File: src/rtl/conv_encoder_framer_if.sv
// Framer <-> stimulus/decoder signal bundle: frame request inputs plus every decoder control output.
// master drives frame requests; slave is the framer that programs and feeds the decoder.
interface conv_encoder_framer_if #(
   parameter int n = 2,
   parameter int k = 1,
   parameter int m = 4,
   parameter int L = 7
);
   localparam int E = $clog2(L * n);

   logic             start;
   logic             reload;
   logic [0:k*L-1]   message;
   logic [0:L*n-1]   err_mask;
   logic             busy;
   logic             done;
   logic [E:0]       inj_errors;
   logic             load;
   logic [0:m-k-1]   state_address;
   logic [0:k-1]     input_address;
   logic [0:m-k-1]   next_state_data;
   logic [0:n-1]     output_data;
   logic             restart;
   logic             enable;
   logic [0:n-1]     encoded;

   modport master (
      output start, reload, message, err_mask,
      input  busy, done, inj_errors, load, state_address, input_address,
             next_state_data, output_data, restart, enable, encoded
   );

   modport slave (
      input  start, reload, message, err_mask,
      output busy, done, inj_errors, load, state_address, input_address,
             next_state_data, output_data, restart, enable, encoded
   );
endinterface

File: src/rtl/conv_encoder_framer.sv
// Programs the decoder trellis tables, then streams one encoded, error-masked frame of L steps.
// First symbol 2**m+2 cycles after start with a table load, 2 without; no backpressure, start ignored while busy.
module conv_encoder_framer #(
   parameter int             n = 2,
   parameter int             k = 1,
   parameter int             m = 4,
   parameter int             L = 7,
   parameter logic [n*m-1:0] G = 8'b1111_1101,
   parameter int             E = $clog2(L * n)
) (
   input  logic                  clk,
   input  logic                  reset,
   conv_encoder_framer_if.slave  bus
);
   localparam int SW = m - k;
   localparam int NE = 2 ** m;
   localparam int CW = $clog2((NE > L) ? NE : L);
   localparam int EW = E + 1;
   localparam logic [CW-1:0] LAST_E = CW'(NE - 1);
   localparam logic [CW-1:0] LAST_S = CW'(L - 1);

   typedef enum logic [2:0] {IDLE, LOAD, RST, STREAM, FIN} state_t;

   state_t           state_q, state_d;
   logic [CW-1:0]    cnt_q, cnt_d;
   logic [0:SW-1]    enc_q, enc_d;
   logic             loaded_q, loaded_d;
   logic [0:k*L-1]   msg_q, msg_d;
   logic [0:L*n-1]   mask_q, mask_d;
   logic [E:0]       inj_q, inj_d;

   logic             busy_q, busy_d;
   logic             done_q, done_d;
   logic             load_q, load_d;
   logic [0:SW-1]    sa_q, sa_d;
   logic [0:k-1]     ia_q, ia_d;
   logic [0:SW-1]    ns_q, ns_d;
   logic [0:n-1]     od_q, od_d;
   logic             restart_q, restart_d;
   logic             enable_q, enable_d;
   logic [0:n-1]     encoded_q, encoded_d;

   // Shift register view r = {input, state}; next state keeps the leading m-k bits of r.
   function automatic logic [0:SW-1] enc_next(input logic [0:k-1] in_bits, input logic [0:SW-1] st);
      return SW'({in_bits, st} >> k);
   endfunction

   function automatic logic [0:n-1] enc_out(input logic [0:k-1] in_bits, input logic [0:SW-1] st);
      logic [0:m-1] r;
      logic [0:n-1] o;
      r = {in_bits, st};
      for (int j = 0; j < n; j++) o[j] = ^(r & G[n*m-1-j*m -: m]);
      return o;
   endfunction

   function automatic logic [E:0] popcount(input logic [0:L*n-1] v);
      logic [E:0] c;
      c = '0;
      for (int i = 0; i < L * n; i++) c = c + EW'(v[i]);
      return c;
   endfunction

   always_comb begin
      state_d  = state_q;
      cnt_d    = cnt_q;
      enc_d    = enc_q;
      loaded_d = loaded_q;
      msg_d    = msg_q;
      mask_d   = mask_q;
      inj_d    = inj_q;

      case (state_q)
         IDLE: begin
            if (bus.start) begin
               msg_d   = bus.message;
               mask_d  = bus.err_mask;
               inj_d   = popcount(bus.err_mask);
               cnt_d   = '0;
               enc_d   = '0;
               state_d = (bus.reload || !loaded_q) ? LOAD : RST;
            end
         end
         LOAD: begin
            if (cnt_q == LAST_E) begin
               cnt_d    = '0;
               loaded_d = 1'b1;
               state_d  = RST;
            end else begin
               cnt_d = cnt_q + CW'(1);
            end
         end
         RST: begin
            cnt_d   = '0;
            state_d = STREAM;
         end
         STREAM: begin
            enc_d = enc_next(msg_q[int'(cnt_q)*k +: k], enc_q);
            if (cnt_q == LAST_S) begin
               cnt_d   = '0;
               state_d = FIN;
            end else begin
               cnt_d = cnt_q + CW'(1);
            end
         end
         FIN: begin
            enc_d   = '0;
            state_d = IDLE;
         end
         default: state_d = IDLE;
      endcase

      // Outputs are decoded from the upcoming state so they are registered yet aligned to it.
      busy_d    = (state_d != IDLE);
      done_d    = (state_d == FIN);
      load_d    = (state_d == LOAD);
      restart_d = (state_d == RST);
      enable_d  = (state_d == STREAM);
      sa_d      = '0;
      ia_d      = '0;
      ns_d      = '0;
      od_d      = '0;
      encoded_d = '0;
      if (load_d) begin
         sa_d = cnt_d[m-1:k];
         ia_d = cnt_d[k-1:0];
         ns_d = enc_next(ia_d, sa_d);
         od_d = enc_out(ia_d, sa_d);
      end
      if (enable_d) begin
         encoded_d = enc_out(msg_d[int'(cnt_d)*k +: k], enc_d) ^ mask_d[int'(cnt_d)*n +: n];
      end
   end

   always_ff @(posedge clk) begin
      if (reset) begin
         state_q   <= IDLE;
         cnt_q     <= '0;
         enc_q     <= '0;
         loaded_q  <= 1'b0;
         msg_q     <= '0;
         mask_q    <= '0;
         inj_q     <= '0;
         busy_q    <= 1'b0;
         done_q    <= 1'b0;
         load_q    <= 1'b0;
         sa_q      <= '0;
         ia_q      <= '0;
         ns_q      <= '0;
         od_q      <= '0;
         restart_q <= 1'b0;
         enable_q  <= 1'b0;
         encoded_q <= '0;
      end else begin
         state_q   <= state_d;
         cnt_q     <= cnt_d;
         enc_q     <= enc_d;
         loaded_q  <= loaded_d;
         msg_q     <= msg_d;
         mask_q    <= mask_d;
         inj_q     <= inj_d;
         busy_q    <= busy_d;
         done_q    <= done_d;
         load_q    <= load_d;
         sa_q      <= sa_d;
         ia_q      <= ia_d;
         ns_q      <= ns_d;
         od_q      <= od_d;
         restart_q <= restart_d;
         enable_q  <= enable_d;
         encoded_q <= encoded_d;
      end
   end

   assign bus.busy            = busy_q;
   assign bus.done            = done_q;
   assign bus.inj_errors      = inj_q;
   assign bus.load            = load_q;
   assign bus.state_address   = sa_q;
   assign bus.input_address   = ia_q;
   assign bus.next_state_data = ns_q;
   assign bus.output_data     = od_q;
   assign bus.restart         = restart_q;
   assign bus.enable          = enable_q;
   assign bus.encoded         = encoded_q;
endmodule

File: src/flat_wrapper.sv
// flat-port wrapper written by rule: the top's interface ports become plain ports
module conv_encoder_framer_flat 
#(
   parameter int             n = 2,
   parameter int             k = 1,
   parameter int             m = 4,
   parameter int             L = 7,
   parameter logic [n*m-1:0] G = 8'b1111_1101,
   parameter int             E = $clog2(L * n)
)
  (clk, reset, bus_start, bus_reload, bus_message, bus_err_mask, bus_busy, bus_done, bus_inj_errors, bus_load, bus_state_address, bus_input_address, bus_next_state_data, bus_output_data, bus_restart, bus_enable, bus_encoded);
  conv_encoder_framer_if #(.n(n), .k(k), .m(m), .L(L)) bus_i ();
  input  logic clk;
  input  logic reset;
  input wire logic [$bits(bus_i.start)-1:0] bus_start;
  input wire logic [$bits(bus_i.reload)-1:0] bus_reload;
  input wire logic [$bits(bus_i.message)-1:0] bus_message;
  input wire logic [$bits(bus_i.err_mask)-1:0] bus_err_mask;
  output wire logic [$bits(bus_i.busy)-1:0] bus_busy;
  output wire logic [$bits(bus_i.done)-1:0] bus_done;
  output wire logic [$bits(bus_i.inj_errors)-1:0] bus_inj_errors;
  output wire logic [$bits(bus_i.load)-1:0] bus_load;
  output wire logic [$bits(bus_i.state_address)-1:0] bus_state_address;
  output wire logic [$bits(bus_i.input_address)-1:0] bus_input_address;
  output wire logic [$bits(bus_i.next_state_data)-1:0] bus_next_state_data;
  output wire logic [$bits(bus_i.output_data)-1:0] bus_output_data;
  output wire logic [$bits(bus_i.restart)-1:0] bus_restart;
  output wire logic [$bits(bus_i.enable)-1:0] bus_enable;
  output wire logic [$bits(bus_i.encoded)-1:0] bus_encoded;
  assign bus_i.start = bus_start;
  assign bus_i.reload = bus_reload;
  assign bus_i.message = bus_message;
  assign bus_i.err_mask = bus_err_mask;
  assign bus_busy = bus_i.busy;
  assign bus_done = bus_i.done;
  assign bus_inj_errors = bus_i.inj_errors;
  assign bus_load = bus_i.load;
  assign bus_state_address = bus_i.state_address;
  assign bus_input_address = bus_i.input_address;
  assign bus_next_state_data = bus_i.next_state_data;
  assign bus_output_data = bus_i.output_data;
  assign bus_restart = bus_i.restart;
  assign bus_enable = bus_i.enable;
  assign bus_encoded = bus_i.encoded;
  conv_encoder_framer #(.n(n), .k(k), .m(m), .L(L), .G(G), .E(E)) u_core (.clk(clk), .reset(reset), .bus(bus_i));
endmodule
File: config.mk
export PLATFORM = sky130hd
export DESIGN_NAME = conv_encoder_framer_flat
export DESIGN_NICKNAME = d
export VERILOG_FILES = /design/src/rtl/conv_encoder_framer_if.sv /design/src/rtl/conv_encoder_framer.sv /design/src/flat_wrapper.sv
export SDC_FILE = /design/constraint.sdc
export NUM_CORES = 1
export LEC_CHECK = 0
export ABC_AREA = 1
export CAP_MARGIN = 20
export CORE_MARGIN = 2
export CORE_UTILIZATION = 53
export DETAILED_ROUTE_END_ITERATION = 10
export HOLD_SLACK_MARGIN = 0.1
export PLACE_DENSITY = 0.9
export SLEW_MARGIN = 5
export SYNTH_ARGS = -nofsm -noshare
export SYNTH_HDL_FRONTEND = slang
export SYNTH_SLANG_ARGS = --single-unit
File: constraint.sdc
create_clock -name clk -period 4.45 [get_ports clk]
set_clock_uncertainty 0.2 [all_clocks]
set_input_delay 0.6675 -clock clk [delete_from_list [all_inputs] [get_ports clk]]
set_output_delay 0.6675 -clock clk [all_outputs]
set_load 0.005 [all_outputs]
==> summary.md, run 1 <==
| Metric | Value |
|---|---|
| Syn_nets | `441` |
| CP Buf/Inv Count | `3` |
| P_leak | `1.59 nW` |
| Worst min path class | `reg -> reg` |
| Syn_area_per_cell | `6.94 µm²` |
| Layout cell share with drive strength beyond 1 | `10.6%` |
| Post-detailed-routing wire length | `6780 µm` |
| Placed cells | `505` |
| CTS Buffer Depth | `2` |
| CP max stage cell | `fa_1` |
| Root Buffer | `clkbuf_8` |
| Peak supply drop | `232 µV` |
| Final Core Density | `66.5%` |
| Largest net degree at the start of global routing | `37` |
| Row cnt | `26` |
| Post-detail-place hpwl | `4790 µm` |
| Share of the synthesized area in the top cell type | `36.1%` |
| IO Pins | `46` |
| Critical path's largest stage delay | `0.52 ns` |
| Status | `finished, final reports clean` |
| Vias in the first global route | `2596` |
| Critical path class | `in -> reg` |
| Period utilization | `95.9%` |
| # port buffers | `45` |
| Slew HR | `50.0%` |
| Seq/Total Area, Yosys | `36.1%` |
| Final setup viols | `0` |
| Reg area | `1000 µm²` |
| Detail Route Antenna Nets | `0` |
| Synth area leaders | `dfxtp_1, nand2_1, inv_1` |
| Initial antenna violation count | `0` |
| # fillers | `451` |
| Max-slew violations | `0` |
| Number of enable flip-flop cells after synthesis | `0` |
| Vias | `2641` |
| CTS Hold Buffers Added | `0` |
| Crit-path most repeated cell | `fa_1` |
| Mapped Cells | `400` |
| Crit path max fanout | `2` |
| Core Footprint | `5070 µm²` |
| Dominant cell type by area after synthesis | `dfxtp_1` |
| CP startpoint kind | `input pin` |
| Drt wl/cell | `13.2 µm` |
| Synth Flop Type | `dfxtp_1` |
| Critical Path RT | `4.50 ns` |
| Routed vias/inst | `5.15` |
| First-pass GRT wire length | `11400 µm` |
| Synth Cell Area | `2780 µm²` |
| Worst-Margin Slew | `0.750 ns` |
| Arr. time, crit path | `4.32 ns` |
| Final count of hold timing violations | `0` |
| RD Place Congestion | `0.881` |
| Drt pass-1 iters | `5` |
| Tmin final | `4.27 ns` |
| Non-filler instance count after layout | `513` |
| R2r setup slk | `1.75 ns` |
| Achievable clock frequency | `0.234 GHz` |
| Synth cell types | `28` |
| Diode count | `0` |
| Synth warn | `0` |
| Async SR Flop Fraction | `0%` |
| Die area | `5830 µm²` |
| Starting density of the core | `54.7%` |
| Max-Cap Viols | `0` |
| DR iter-0 viols | `152` |
| Area Growth Syn to Fin | `21.6%` |
| Cell Chain, Critical Path | `clkbuf_2 -> ha_4 -> inv_2 -> fa_1 -> fa_1 -> fa_1 -> fa_1 -> fa_2 -> fa_2 -> inv_2 -> nand2_2 -> nand2_1 -> nand3_1 -> a21oi_1` |
| Synthesized flop and latch total | `50` |
| Pwr dens | `340 nW/µm²` |
| CTS tree | `built` |
| CTS sink cnt | `50` |
| CP endpoint kind | `register` |
| Reg clk slew, reported paths | `0.09 ns` |
| H-tree depth | `2` |
| Postcts setup bufs | `0` |
| DIE HEIGHT | `76.4 µm` |
| Num CTS Buffers | `5` |
| Nets@finish | `483` |
| GRT Residual Overflow | `0` |
| Total global-route track usage | `23.8%` |
| Drt drc | `0` |
| Worst path top cell family by delay | `adder cells` |
| Multi-input combinational cell area | `1460 µm²` |
| Skew-Pair Late Insertion Delay | `0.31 ns` |
| Die Width | `76.4 µm` |
[path summary, 6_finish.rpt]
kind	from	endpoint	cells after the start
worst max-delay path	bus_err_mask[13]	u_core.bus.inj_errors[4]$_SDFFE_PP0P_	14
worst min-delay path	u_core.bus.inj_errors[4]$_SDFFE_PP0P_	u_core.bus.inj_errors[4]$_SDFFE_PP0P_	2
worst max register to register	u_core.cnt_q[0]$_SDFF_PP0_	u_core.bus.encoded[1]$_SDFF_PP0_	18
worst min register to register	u_core.bus.inj_errors[4]$_SDFFE_PP0P_	u_core.bus.inj_errors[4]$_SDFFE_PP0P_	2
[report_power, final]
part | switching (W) | internal [W] | total (W)
Combinational | 0.000190 | 0.000148 | 0.000338
Clock | 0.000157 | 0.000166 | 0.000323
Sequential | 0.0000124 | 0.000473 | 0.000486
Total | 0.000359 | 0.000787 | 0.00115
[what timing repair did]
item	in CTS	in global routing
pin swaps	2	10
cloned	0	0
gates resized for setup	2	19
setup endpoints to repair	1	2
[sequential cells by signal (all words and copies together), names as in the netlist]
register,count
u_core.bus.inj_errors,5
u_core.cnt_q,4
u_core.bus.busy,1
u_core.msg_q,7
u_core.bus.state_address,1
u_core.enc_q,3
u_core.bus.done,1
u_core.bus.output_data,2
u_core.bus.encoded,2
u_core.bus.restart,1
u_core.loaded_q,1
u_core.state_q,3
u_core.bus.next_state_data,3
u_core.bus.enable,1
u_core.bus.load,1
u_core.mask_q,14
[worst register-to-register path, stage by stage (launching register included)]
cell,delay (ns)
dfxtp_1,0.51
inv_1,0.18
ha_1,0.24
nand3_1,0.15
nand2_2,0.11
nand2_1,0.07
nand2_1,0.04
nand2_1,0.09
inv_1,0.14
nor2_1,0.24
nand3_1,0.12
nand2_1,0.09
inv_2,0.05
nand2_2,0.06
nand2_1,0.06
nand2_2,0.08
nand2_1,0.05
nand2_1,0.06
nor2_1,0.05
[cell usage in the layout (no fill, tap or decap)]
cell type / n
nand2_1: 98
inv_1: 55
dfxtp_1: 50
nor2_1: 46
clkdlybuf4s50_1: 38
nand3_1: 29
o21ai_0: 19
a21oi_1: 18
inv_2: 13
nand2_2: 11
o21ai_1: 11
ha_1: 7
fa_1: 6
clkbuf_8: 5
dlymetal6s2s_1: 5
nand2_4: 3
nor3_1: 3
o21a_1: 3
nor2_2: 2
a21oi_4: 2
or2_2: 2
xnor2_1: 2
fa_2: 2
clkinv_2: 2
clkbuf_2: 2
nand3b_1: 1
o22ai_1: 1
a22oi_1: 1
a21boi_0: 1
clkinv_1: 1
xor2_1: 1
ha_4: 1
bufinv_16: 1
buf_4: 1
[stage by stage]
| step | setup TNS [ns] | total power (W) | hold slack, ns | setup slack (ns) | area [µm²] |
|---|---|---|---|---|---|
| after global routing | -0.00381 | 0.00121 | 0.314 | -0.00381 | 3370 |
| after global placement | -0.810 | 0.000797 | 0.257 | -0.317 | 3240 |
| after detailed placement | -1.07 | 0.000815 | 0.268 | -0.396 | 3240 |
| after CTS | 0 | 0.00113 | 0.286 | 0.0259 | 3350 |
| final | 0 | 0.00115 | 0.287 | 0.181 | 3370 |
| after floorplan | 0 | 0.000719 | 0.240 | 0.281 | 2780 |
[Yosys cell counts (3+ instances only)]
master,instances
fa_1,8
o21ai_1,11
inv_1,62
o21a_1,3
buf_4,4
nor2_1,46
dfxtp_1,50
nand2_1,99
ha_1,8
clkbuf_1,4
o21ai_0,19
buf_6,3
nand2_2,10
nor3_1,3
nand2_4,3
nand3_1,29
inv_2,6
a21oi_1,18
[area by class of cell]
type / count / share of cell area [%]
clock buffer: 5 / 2.04
clock inverter: 3 / 1.19
inverter: 69 / 7.68
multi-input combinational: 270 / 43.2
sequential: 50 / 29.7
tap: 70 / 2.60
timing repair buffer: 46 / 13.6
[routing by layer]
metal / GRT usage, % / vias to the layer above / share of wire (%)
li1: - / 1309 / -
met1: 27.9 / 1220 / 40
met2: 43.0 / 93 / 51
met3: 3.67 / 19 / 6.2
met4: 10.4 / 0 / 2.8
met5: 0 / - / 0
[cell families (layout without fill, tap and decap cells)]
group,count (synthesis),count (layout),synth area share [%]
AO/OA/AOI/OAI,56,56,11.4
XOR/XNOR,3,3,0.947
adder cells (fa/ha/maj),16,16,9.38
buffers and inverters,80,123,12.2
flip-flops,50,50,36.1
AND/OR/NAND/NOR,195,195,30.0
No activity file was read; power rests on OpenSTA's default activity.
==> inputs of run 2 (changes only) <==
Settings changed: CORE_ASPECT_RATIO from default to 1.75.
==> run 2 against run 1 <==
- the run now ends with DRC left
- highest routed layer unchanged
- design area fell by 0.22%
- global-route usage rose by 1.8 points
- register-to-register slack improved by 0.03 ns
- clock power barely moved
==> summary.md, run 2 (synthesis results as in run 1) <==
| Metric | Value |
|---|---|
| P_leak | `1.58 nW (was 1.59 nW)` |
| CP Buf/Inv Count | `3 (unchanged)` |
| Post-detail-place hpwl | `5190 µm (was 4790 µm)` |
| Starting density of the core | `55.3% (was 54.7%)` |
| Drt wl/cell | `13.6 µm (was 13.2 µm)` |
| DR iter-0 viols | `121 (was 152)` |
| CP endpoint kind | `register (unchanged)` |
| Area Growth Syn to Fin | `21.3% (was 21.6%)` |
| GRT Residual Overflow | `0 (unchanged)` |
| Max-slew violations | `0 (unchanged)` |
| Peak supply drop | `294 µV (was 232 µV)` |
| Routed vias/inst | `5.29 (was 5.15)` |
| Skew-Pair Late Insertion Delay | `0.31 ns (about the same)` |
| CP startpoint kind | `input pin (unchanged)` |
| H-tree depth | `2 (unchanged)` |
| Arr. time, crit path | `4.38 ns (was 4.32 ns)` |
| Multi-input combinational cell area | `1440 µm² (was 1460 µm²)` |
| Reg clk slew, reported paths | `0.09 ns (about the same)` |
| Period utilization | `97.5% (was 95.9%)` |
| DIE HEIGHT | `99.7 µm (was 76.4 µm)` |
| Worst hold slack | `0.280 ns (was 0.287 ns)` |
| Total global-route track usage | `25.6% (was 23.8%)` |
| Initial antenna violation count | `0 (unchanged)` |
| Core Footprint | `5020 µm² (was 5070 µm²)` |
| Crit-path most repeated cell | `fa_1 (unchanged)` |
| Final setup viols | `0 (unchanged)` |
| # port buffers | `45 (unchanged)` |
| Postcts setup bufs | `0 (unchanged)` |
| Root Buffer | `clkbuf_8 (unchanged)` |
| Cell Chain, Critical Path | `dlygate4sd2_1 -> ha_1 -> inv_1 -> fa_1 -> fa_1 -> fa_1 -> fa_1 -> fa_2 -> fa_2 -> inv_1 -> nand2_2 -> nand2_1 -> nand3_1 -> a21oi_1 (was clkbuf_2 -> ha_4 -> inv_2 -> fa_1 -> fa_1 -> fa_1 -> fa_1 -> fa_2 -> fa_2 -> inv_2 -> nand2_2 -> nand2_1 -> nand3_1 -> a21oi_1)` |
| Layout cell share with drive strength beyond 1 | `9.17% (was 10.6%)` |
| Worst-Margin Slew | `0.442 ns (was 0.750 ns)` |
| Worst path top cell family by delay | `adder cells (unchanged)` |
| Detail Route Antenna Nets | `0 (unchanged)` |
| Setup_tns | `0 ns (unchanged)` |
| Crit path max fanout | `2 (unchanged)` |
| Max reg flops | `14 (unchanged)` |
| Vias | `2648 (was 2641)` |
| Most common cell after layout, fill and taps aside | `nand2_1 (unchanged)` |
| Max-Cap Viols | `0 (unchanged)` |
| Pwr dens | `342 nW/µm² (was 340 nW/µm²)` |
| Die area | `5850 µm² (was 5830 µm²)` |
| Reg area | `1000 µm² (unchanged)` |
| Status | `finished, violations left (was finished, final reports clean)` |
| CP max stage cell | `fa_1 (unchanged)` |
| CTS tree | `built (unchanged)` |
| Most frequent cells in the layout | `nand2_1, inv_1, dfxtp_1 (unchanged)` |
| Critical path class | `in -> reg (unchanged)` |
| Die Width | `58.7 µm (was 76.4 µm)` |
| Tmin final | `4.34 ns (was 4.27 ns)` |
| Critical Path RT | `4.49 ns (was 4.50 ns)` |
| Vias in the first global route | `2607 (was 2596)` |
| Row cnt | `34 (was 26)` |
| Post-detailed-routing wire length | `6800 µm (was 6780 µm)` |
| RSZ-0062 raised after global routing | `false` |
| Worst min path class | `reg -> reg (unchanged)` |
| First-pass GRT wire length | `11400 µm (about the same)` |
| Slew HR | `70.3% (was 50.0%)` |
| Achievable clock frequency | `0.230 GHz (was 0.234 GHz)` |
| CTS sink cnt | `50 (unchanged)` |
| CTS Buffer Depth | `2 (unchanged)` |
| Num CTS Buffers | `5 (unchanged)` |
| Diode count | `0 (unchanged)` |
| Largest net degree at the start of global routing | `37 (unchanged)` |
| Final count of hold timing violations | `0 (unchanged)` |
| Violated checks | `DRC` |
| Nets@finish | `487 (was 483)` |
| # fillers | `406 (was 451)` |
| Critical path's largest stage delay | `0.57 ns (was 0.52 ns)` |
| Drt drc | `1 (was 0)` |
| IO Pins | `46 (unchanged)` |
| Drt pass-1 iters | `8 (was 5)` |
| Most flop-heavy register | `u_core.mask_q (unchanged)` |
| RD Place Congestion | `0.994 (was 0.881)` |
[run 2: repair_timing]
action,4_1_cts,5_1_grt
endpoints found under the setup margin,2,2
hold endpoints to repair,0,0
gates resized for setup,4,1
hold buffers,0,0
pin swaps,6,4
[run 2: cell type report]
| class | count | share of cell area (%) |
|---|---|---|
| Clock buffer | 5 | 2.04 |
| Clock inverter | 3 | 1.19 |
| Inverter | 69 | 7.70 |
| Multi-Input combinational cell | 270 | 42.9 |
| Sequential cell | 50 | 29.7 |
| Tap cell | 54 | 2.01 |
| Timing Repair Buffer | 50 | 14.4 |
[run 2: final timing paths]
kind,startpoint,end,slack (ns),depth (start not counted)
worst max-delay path,bus_err_mask[12],u_core.bus.inj_errors[4]$_SDFFE_PP0P_,0.11,14
worst min register to register,u_core.mask_q[8]$_SDFF_PP0_,u_core.mask_q[8]$_SDFF_PP0_,0.28,2
worst min-delay path,u_core.mask_q[8]$_SDFF_PP0_,u_core.mask_q[8]$_SDFF_PP0_,0.28,2
worst max register to register,u_core.cnt_q[0]$_SDFF_PP0_,u_core.bus.encoded[1]$_SDFF_PP0_,1.78,18
[run 2: per-layer routing]
layer | part of all wire [%] | vias to the layer above | GRT usage, %
li1 | - | 1325 | -
met5 | 0 | - | 0
met1 | 35 | 1195 | 26.0
met3 | 5.1 | 28 | 4.42
met4 | 5.6 | 0 | 17.0
met2 | 55 | 100 | 45.8
[run 2: report_power, final]
part | total (W) | switching [W] | leakage (nW) | internal (W)
Sequential | 0.000486 | 0.0000128 | 0.409 | 0.000473
Clock | 0.000323 | 0.000157 | 0.0579 | 0.000166
Combinational | 0.000341 | 0.000191 | 1.11 | 0.000149
Total | 0.00115 | 0.000362 | 1.58 | 0.000788
[run 2: metrics by stage]
step / area [µm²] / util [%] / std cells / worst slack [ns] / power [W]
after floorplan: 2780 / - / 400 / 0.281 / 0.000719
after global placement: 3250 / 64.8 / 493 / -0.325 / 0.000809
after detailed placement: 3250 / 64.8 / 493 / -0.457 / 0.000825
after CTS: 3360 / 67.0 / 501 / 0.0458 / 0.00115
after global routing: 3370 / 67.0 / 501 / 0.00450 / 0.00121
final: 3370 / 67.0 / 501 / 0.111 / 0.00115
[run 2: worst register-to-register path: stages, from the launching register on]
cell     delay, ns
dfxtp_1       0.51
inv_1         0.18
ha_1          0.23
nand3_1       0.13
nand2_2       0.11
nand2_1       0.08
nand2_1       0.05
nand2_1       0.12
inv_1         0.14
nor2_1        0.23
nand3_1       0.11
nand2_1       0.09
inv_2         0.05
nand2_2       0.05
nand2_1       0.06
nand2_2       0.09
nand2_1       0.05
nand2_1       0.05
nor2_1        0.04
==> inputs of run 3 (changes only) <==
Settings changed: GPL_ROUTABILITY_DRIVEN from default to 0.
==> results of run 3 <==
No change in the layout: final DEF, timing and power equal those of run 2.
==> RTL change 1: new RTL, settings of run 2 <==
`m` is set to 4 in 3 places; all go to 5.
--- a/src/rtl/conv_encoder_framer_if.sv
+++ b/src/rtl/conv_encoder_framer_if.sv
@@ -5,3 +5,3 @@
    parameter int k = 1,
-   parameter int m = 4,
+   parameter int m = 5,
    parameter int L = 7
--- a/src/rtl/conv_encoder_framer.sv
+++ b/src/rtl/conv_encoder_framer.sv
@@ -5,3 +5,3 @@
    parameter int             k = 1,
-   parameter int             m = 4,
+   parameter int             m = 5,
    parameter int             L = 7,
--- a/src/flat_wrapper.sv
+++ b/src/flat_wrapper.sv
@@ -5,3 +5,3 @@
    parameter int             k = 1,
-   parameter int             m = 4,
+   parameter int             m = 5,
    parameter int             L = 7,
Ports: changed (resized bus_next_state_data and bus_state_address); port bits go from 46 to 48. The function was not compared with the original's and may differ.
==> RTL change 1 against run 2 <==
- routed wire length is 19% higher
- power is 9.8% higher
- worst setup slack got worse by 37 ps
- critical path depth decreased by 2
- final area is 13% higher
- clock power up 5%
- area after synthesis grew 15%
- sequential cell count up 3
- cell count up 16%
==> RTL change 1: results (changes against run 2) <==
** Final layout
- Final nets :: 545 (+12%)
- The fraction of layout cells with a size suffix above 1 is 0.0952 (+0.00352).

** Power
- Clk pwr share :: 0.269 (-0.012)
- Max IR drop VDD :: 0.282 mV (-4.0%)
- The net switching share of the total power was 0.316 (+0.00144).
- The total leakage power is 1.82 nW (+15%).
- The ratio of total power to cell area came to 333 mW/mm^2 (-2.5%).

** Route
- The number of vias in the routed layout is 3075 (+16%).
- First-pass iteration count of the detailed router :: 5 (-3)
- Met2 layer wire length in the routed design :: 4210 microns (+13%)
- The number of DRC markers in iteration 0 was 126 (+4.1%).
- The routed wire length was 8100 microns (+19%).

** Min path
- Startpoint of the most critical hold path :: u_core.loaded_q
- For hold timing, the worst endpoint is u_core.loaded_q.

** Synthesis
- The number of nets produced by synthesis came to 503 (+14%).
- Adder-cell share of the synthesized area :: 0.0858 (-0.00802)
- Xor and xnor area share after synthesis :: 0.0165 (+0.00705)
- Commonest cells in the synthesized netlist :: nand2_1 (131), inv_1 (68), nor2_1 (56)
- The part of the Yosys area used for sequential elements was 0.334 (-0.0271).
- The cell count after synthesis came to 461 (+15%).

** Placement
- RD Place Congestion :: 0.954 (-4.1%)
- Cell Area, Placed :: 0.00367 sq mm (+13%)
- The quantity of I/O buffers inserted on ports came to 47 (+4.4%).

** GRT
- The fraction of met3 tracks used by global routing came to 0.0307 (-0.0135).
- The first-pass GRT wire length is 13400 microns (+18%).
- The pin count of the biggest net entering global routing is 41 (+11%).
- The global router's overall resource usage was 0.254 (-0.00223).
- GR Util met2 :: 0.464 (+0.00582)

** Worst setup path
- In this run the critical register-to-register path is launched from u_core.state_q[2].

** Run status
- The run finished with clean final reports.

** Timing
- Worst hold slack :: 268 ps (-12.0 ps)

** Clock tree
- The count of instances resized after the clock tree is built came to 11 (+7).
==> RTL change 1: how the worst max path moves through the flow <==
| stage | from | slack, ps | cells after the start | endpoint |
|---|---|---|---|---|
| after detailed placement | bus_err_mask[13] | -640 | 13 | u_core.bus.inj_errors[2] |
| after floorplan | bus_err_mask[12] | 10 | 12 | u_core.bus.inj_errors[2] |
| after CTS | bus_err_mask[12] | 4 | 13 | u_core.bus.inj_errors[2] |
| final | bus_err_mask[2] | 70 | 12 | u_core.bus.inj_errors[2] |
| after global placement | bus_err_mask[13] | -580 | 13 | u_core.bus.inj_errors[2] |
| after global routing | bus_err_mask[2] | 10 | 12 | u_core.bus.inj_errors[2] |
==> RTL change 1: final cells by class <==
cell class	count	area, sq um
inverters	72	270
multi-input cells	318	1740
well taps	78	97.6
fillers	533	2040
clock buffers	7	86.3
flip-flops and latches	53	1060
repair buffers	53	503
clock inverters	1	30.0
==> RTL change 2: new RTL, config.mk and constraints of run 2 <==
Without the edit above. Encoding of `state_t`: now Gray code (3 bits for 5 states).
--- a/src/rtl/conv_encoder_framer.sv
+++ b/src/rtl/conv_encoder_framer.sv
@@ -21,3 +21,3 @@
 
-   typedef enum logic [2:0] {IDLE, LOAD, RST, STREAM, FIN} state_t;
+   typedef enum logic [2:0] {IDLE = 3'b000, LOAD = 3'b001, RST = 3'b011, STREAM = 3'b010, FIN = 3'b110} state_t;
 
Check against the original RTL: no difference found for any inputs over 10 cycles, from zero or initial values and one cycle with reset high; not proved beyond that.
==> RTL change 2 against run 2 <==
- final area rose by 1.4%
- routed wire length fell by 4.4%
- utilization is 2.1 points lower
- largest cell class unchanged
- area after synthesis up 4.1%
- highest routed layer unchanged
- synthesized cell count is 0.25% lower
- sequential cell count stayed put
- non-clock buffer count decreased by 1
- worst setup slack gained 49 ps
- largest power group unchanged
- power fell by 4.9%
- clock power decreased by 19%
- critical path depth stayed put
==> RTL change 2: results (changes against run 2) <==
** Power
- Static Leakage :: 1.61 nW (+2.2%)
- Internal power :: 0.734 mW (-6.9%)

** Synthesis
- Synthesized instance count :: 399 (-0.25%)
- The part of the Yosys area used for sequential elements came to 0.346 (-0.0144).
- The count of unique library cells instantiated by Yosys was 36 (+29%).
- Ranking of synthesized cells by area :: dfxtp_1 (35%), nand2_1 (11%), inv_1 (8.7%), nor2_1 (5.8%), nand3_1 (5.7%)

** Worst setup path
- FF-to-FF path depth :: 15 (-3)
- Reg-to-reg critical path startpoint :: u_core.state_q[2]
- Critical path arrival :: 4340 ps (-40 ps)

** Placement
- The cell count after placement is 488 (-1.0%).
- The final RePlAce weighted congestion was 0.917 (-7.8%).

** GRT
- First-pass GRT wire length :: 10900 microns (-4.3%)
- Via count of the first global-routing pass :: 2600 (-0.27%)

** Route
- The number of DRC markers in iteration 0 came to 72 (-40%).
- Routed length on met3 :: 129 microns (-63%)
- Post-Route M1 WL :: 2360 microns (+0.55%)
- The number of optimization iterations in the first detailed-route pass is 4 (-4).
- The detailed route wirelength on metal2 was 3670 microns (-1.5%).
- Via density per instance :: 5.30 (+0.26%)

** Final layout
- The final standard cell count with taps included and fillers excluded is 495 (-1.2%).
- Fill cell total of the finished layout :: 449 (+11%)
- Fraction of layout instances using a drive strength above 1 :: 0.134 (+0.0424)
- Final nets :: 481 (-1.2%)

** Run status
- Run status :: complete, no violations

** Timing
- Portion of the clock cycle consumed by the worst path in the final layout :: 0.964 (-0.0110)
[RTL change 2: power by group through the flow]
stage	Sequential [mW]	Combinational, mW	Clock (mW)
4_1_cts	0.486	0.332	0.265
3_3_place_gp	0.496	0.313	0
5_1_grt	0.489	0.394	0.283
2_1_floorplan	0.494	0.239	0
6_report	0.486	0.347	0.261
3_5_place_dp	0.496	0.328	0
[RTL change 2: worst min-delay path by stage]
stage                                  start  slack [ps]                  endpoint
global route        u_core.bus.inj_errors[4]         300  u_core.bus.inj_errors[4]
CTS                 u_core.bus.inj_errors[4]         270  u_core.bus.inj_errors[4]
detailed placement  u_core.bus.inj_errors[4]         260  u_core.bus.inj_errors[4]
floorplan                    u_core.loaded_q         240           u_core.loaded_q
finish                       u_core.loaded_q         270           u_core.loaded_q
global placement             u_core.loaded_q         250           u_core.loaded_q
[RTL change 2: cell families (layout without fill, tap and decap cells)]
logic type,count (synthesis),in the layout,synth area share
DFF,50,50,0.346
xor gates and xnor gates,5,5,0.0178
AOI/OAI and AO/OA,49,49,0.106
adders and majority gates,16,16,0.0900
and+or+nand+nor,192,192,0.302
buffers and inverters,87,128,0.139
[RTL change 2: worst max-delay path: stages]
cell and delay, ps:
clkbuf_2 100, ha_1 290, inv_2 40, fa_1 550
fa_1 440, fa_1 500, fa_1 530, fa_2 430
fa_2 390, inv_2 60, nand2_2 50, nand2_2 70
nand3_2 80, a21oi_2 140
[RTL change 2: stage by stage]
| step | area, sq um | TNS, ps | setup WS, ps |
|---|---|---|---|
| after floorplan | 2890 | 0 | 276 |
| after global placement | 3310 | -564 | -238 |
| after detailed placement | 3310 | -948 | -343 |
| after CTS | 3400 | 0 | 25.0 |
| after global routing | 3410 | 0 | 23.4 |
| final | 3410 | 0 | 160 |
[RTL change 2: repair_timing]
item / 4_1_cts / 5_1_grt
pin swaps: 0 / 10
endpoints found under the setup margin: 2 / 2
hold buffers: 0 / 0
gates resized for setup: 1 / 18
[RTL change 2: layout make-up]
cell class | instances | area share
Timing Repair Buffer | 49 | 0.141
Multi-Input combinational cell | 262 | 0.442
Clock inverter | 2 | 0.00440
Sequential cell | 50 | 0.293
Inverter | 72 | 0.0791
Tap cell | 55 | 0.0202
Clock buffer | 5 | 0.0202
[RTL change 2: metal layers]
metal,vias to the layer above,global-route usage
li1,1309,-
met1,1228,0.244
met2,63,0.423
met3,23,0.0319
met4,0,0.157
met5,-,0
